[src/rtl/gbt_rd_burst.sv]
// -----------------------------------------------------------------------------
// gbt_rd_burst
// Read-burst window generator.
//   i_clk, i_rst   : clock, synchronous active-high reset
//   i_rdy          : registered ready (lock) as seen on the test point
//   i_lock_nxt     : lock state being registered this cycle
//   i_read_start   : single-cycle burst request
//   i_rx_vld       : receive word qualifier
//   o_read_ena     : registered (burst active AND RX_VLD)
// A burst covers BURST_LEN valid words, starting with the first valid word
// after the arming cycle.
// -----------------------------------------------------------------------------
module gbt_rd_burst #(
  parameter int BURST_LEN = 256
) (
  input  logic i_clk,
  input  logic i_rst,
  input  logic i_rdy,
  input  logic i_lock_nxt,
  input  logic i_read_start,
  input  logic i_rx_vld,
  output logic o_read_ena
);

  localparam int CNT_W = (BURST_LEN > 1) ? $clog2(BURST_LEN) : 1;
  localparam logic [CNT_W-1:0] CNT_LAST = CNT_W'(BURST_LEN - 1);

  logic             r_active;
  logic [CNT_W-1:0] r_cnt;
  logic             r_read_ena;

  always_ff @(posedge i_clk) begin
    if (i_rst) begin
      r_active   <= 1'b0;
      r_cnt      <= '0;
      r_read_ena <= 1'b0;
    end else begin
      // Gating with the next lock state drops READ_ENA on the same edge that
      // drops RDY when lock is lost.
      r_read_ena <= r_active & i_rx_vld & i_lock_nxt;
      if (!i_lock_nxt) begin
        r_active <= 1'b0;
        r_cnt    <= '0;
      end else if (r_active) begin
        if (i_rx_vld) begin
          if (r_cnt == CNT_LAST) begin
            r_active <= 1'b0;
            r_cnt    <= '0;
          end else begin
            r_cnt <= r_cnt + 1'b1;
          end
        end
      end else if (i_read_start && i_rdy) begin
        r_active <= 1'b1;
        r_cnt    <= '0;
      end
    end
  end

  assign o_read_ena = r_read_ena;

endmodule

[config.mk]
export PLATFORM = sky130hd
export DESIGN_NAME = gbt_rd_burst
export DESIGN_NICKNAME = d
export VERILOG_FILES = /design/src/rtl/gbt_rd_burst.sv
export SDC_FILE = /design/constraint.sdc
export NUM_CORES = 1
export LEC_CHECK = 0
export CAP_MARGIN = 0
export CORE_MARGIN = 10
export CORE_UTILIZATION = 35
export DETAILED_ROUTE_END_ITERATION = 7
export DONT_BUFFER_PORTS = 1
export GPL_TIMING_DRIVEN = 0
export PLACE_DENSITY = 0.58
export SETUP_SLACK_MARGIN = 0.02
export SYNTH_ARGS = -nofsm -noshare
export SYNTH_HDL_FRONTEND = slang
export SYNTH_SLANG_ARGS = --single-unit
[constraint.sdc]
create_clock -name i_clk -period 1.9 [get_ports i_clk]
set_input_delay 0.38 -clock i_clk [delete_from_list [all_inputs] [get_ports i_clk]]
set_output_delay 0.38 -clock i_clk [all_outputs]
set_load 0.005 [all_outputs]
Yosys cells after proc, flatten, opt, wreduce, memory -nomap -nowiden --
Index checks and enable logic that the tools add are counted.
Storage, ports and cells: output and inout port bits 1, bits of input ports 6, register bits 10, logic and storage cells 21
Operators by class: add/sub/neg operators 1, multiplexer cells 8, equality and inequality tests 2, reductions and logical operators 4, bitwise gates (word level) 3
Operators with widths (count):
- $mux 8 | 4
- $add 8x1->8 const B | 1
- $eq 8x8->1 const B | 1
- $mux 1 | 4
- $and 1x1->1 | 2
- $ne 2x2->1 const B | 1
- $reduce_and 2->1 | 1
- $reduce_bool 2->1 | 1
- $reduce_or 2->1 | 1
- $logic_and 1x1->1 | 1
- $not 1->1 | 1

Logic depth before layout (Yosys ltp) --
word-level depth 4, mapped depth 5, mapped depth without buffers 5

Least setup slack after synthesis --
OpenSTA, ideal clock, no wires.
path kind reg2reg, start point register r_cnt[0], end point register r_cnt[5], arrival 1.350 ns, clock period less this slack 1.441 ns, path buffers 0, cell stages (with the launch flop) 6, library setup time 0.091 ns, slack 0.459 ns, required time 1.809 ns, path through dfxtp_1 -> ha_1 -> and3_1 -> a211oi_2 -> a31oi_1 -> a311oi_1
On the way: cells in the longest elaborated chain, start to end 4, elaborated cells between the ends (all ways) 5, classes of those cells add/sub (1); eq/ne (1); mux (3)
Ends and longest elaborated chain:
- from (decl) | RTL line 29 | logic [CNT_W-1:0] r_cnt;
- from (signal assigned) | RTL line 50 | r_cnt <= r_cnt + 1'b1;
- $add 8x1->8 / $eq 8x8->1 (equally long branches) | RTL line 50, 46
- $mux 8 (*) | RTL line 46 | if (r_cnt == CNT_LAST) begin
- $mux 8 (*) | RTL line 45 | if (i_rx_vld) begin
- $mux 8 (*) | RTL line 44 | end else if (r_active) begin
Mark *: on every way between the ends. The rest lies on a longest branch, timed or not. The select of a mux whose other input is x is not followed. A chain may end at the register's enable or synchronous reset.

Final worst setup path --
Ends and elaborated chain as after synthesis.

==> metrics.yaml <==
outcome: "finished, final reports clean"
path_max_fanout: 5
drt_iter0_drc: 16
ctsLongestPathBuffers: 2
synthesis.nets: 65
layoutNonFillerInstCount: 76
hpwl_um: 797
reg2regPathDepth: 5
drcViolationCount: 0
setup_viol: 0
nets: 70
yosys_warnings: 0
finish.utilization: 0.407
wl_per_cell_um: 14.0
relSlewSlack: 0.682
async_reset_ff_frac: 0
io_buffers: 0
place_inst: 73
synth.distinct_cells: 30
synth_cells: 58
cts_sinks: 10
crit_required_ns: 2.07
maxCapViolations: 0
grt_max_degree: 11
clockRootBuffer: "clkbuf_4"
rsz0062_at_grt: "false"
hold_path_class: "in -> reg"
synthTopCellsByCount: "dfxtp_1 (10), a21oi_1 (6), nand2_1 (5), nor2_1 (5), a31oi_1 (3)"
tightest_slew_ns: 0.477
hold_viol: 0
die_h_um: 57.9
std_cell_rows: 13
grt_overflow: 0
endpoint_kind: "register"
path_class: "reg -> reg"
synth_seq_area_share: 0.399
synth_top_cell_area_share: 0.399
power_density_nw_per_um2: 680
grt_antenna_before_repair: 0
ys_ff_latch: 10
vias_per_cell: 5.78
rr_startpoint: "r_cnt[0]"
place_congestion: 0.737
ant_nets: 0
cts_resized: 0
critPathArrivalTime_ns: 1.78
period_needed_ns: 1.61
yosysMostFrequentCell: "dfxtp_1"
design.core.area_um2: 1330
die-area_um2: 3350
finalCritPeriodShare: 0.846
wl_um: 1070
holdBufCountCts: 0
reg2reg_slack_ns: 0.29
synth_area_leaders: "dfxtp_1 (40%), a21oi_1 (6.0%), a31oi_1 (3.7%)"
io_pins: 7
clock_latency_ns: 0.26
synth-edff-count: 0
area_delta_synth_final_pct: 8.23
syn_area_um2: 502
grt_pass1_wl_um: 1900
grt.total_usage: 0.0719
power_uw: 369
timing.setup.tns_ns: 0
worstReg2RegEnd: "r_cnt[5]"
cts_buffers: 3
ir_drop_mv: 0.522
grt_pass1_vias: 389
h-tree-depth: 1
critPathLaunch: "r_cnt[0]"
die_w_um: 57.9
yosys.area.top_type: "dfxtp_1"
drt_first_pass_iters: 4
cts_tree: "done"
vias: 439
fin_ws_ns: 0.293
post_cts_buffers: 0
antenna_cells: 0
drive_gt1_frac: 0.131
cts.clk_slew.worst_paths_ns: 0.06
slew_viol_final: 0
worstHoldEndpoint: "r_cnt[1]"
postSynthAreaPerCell_um2: 8.65
ys.flop_type: "dfxtp_1"
power_leakage_uw: 0.000172
maxClockFrequency_ghz: 0.622
dp_slack_ns: 0.333
hold_path_depth: 2
finalClockSkew_ns: 0.00123
hp-start: "i_rx_vld"
start_util: 0.376
startpoint_type: "register"
==> final cells by class <==
type | count | area, µm²
buffer | 2 | 8.76
clock buffer | 3 | 22.5
fill | 141 | 791
inverter | 1 | 3.75
multi-input combinational | 45 | 289
sequential | 10 | 200
tap | 15 | 18.8
==> worst max-delay path, cell delays in order, from the launching register on <==
cell	delay [ns]
dfxtp_1	0.35
ha_1	0.26
and3_1	0.23
a211oi_2	0.33
a31oi_1	0.13
a311oi_1	0.23
==> layout by cell type (no fill, tap or decap), types with 2 or more instances in the layout <==
master / count
nor2_1: 5
a211oi_1: 2
clkbuf_4: 3
a21oi_1: 6
dfxtp_1: 10
nor3_1: 2
o21ai_1: 2
a31oi_1: 3
nand2_1: 5
a32oi_1: 2
==> through the flow <==
stage	hold slack (ns)	instance area [µm²]
final	0.304	543
after global routing	0.312	543
after CTS	0.304	543
after detailed placement	0.508	520
after global placement	0.498	520
after floorplan	0.473	502
==> power breakdown <==
part | internal [µW] | total [µW] | switching (µW) | leakage [µW]
registers | 211 | 212 | 1.53 | 0.0000806
logic | 5.73 | 17.3 | 11.6 | 0.0000778
clock network | 72.9 | 140 | 67.0 | 0.0000138
total | 289 | 369 | 80.1 | 0.000172
==> sequential cells by signal, indices dropped and copies added, names as in the netlist <==
| name | cells |
|---|---|
| r_cnt | 8 |
| o_read_ena | 1 |
| r_active | 1 |
==> worst max-delay path by stage <==
stage,endpoint
after floorplan,r_cnt[5]
after global placement,r_cnt[5]
after detailed placement,r_cnt[5]
after CTS,r_cnt[5]
after global routing,r_cnt[5]
final,r_cnt[5]
==> routing by layer <==
metal,global-route usage,share of wire,vias to the layer above
li1,-,-,233
met1,0.102,0.53,196
met2,0.0828,0.40,8
met3,0.0327,0.042,2
met4,0.0403,0.027,0
met5,0,0,-
==> cell families after synthesis <==
family | share of synthesized area
DFF | 0.399
buffers and inverters | 0.0249
adders and majority gates | 0.0249
muxes | 0.0200
AOI/OAI and AO/OA | 0.259
and+or+nand+nor | 0.272
No activity file was read; power rests on OpenSTA's default activity.
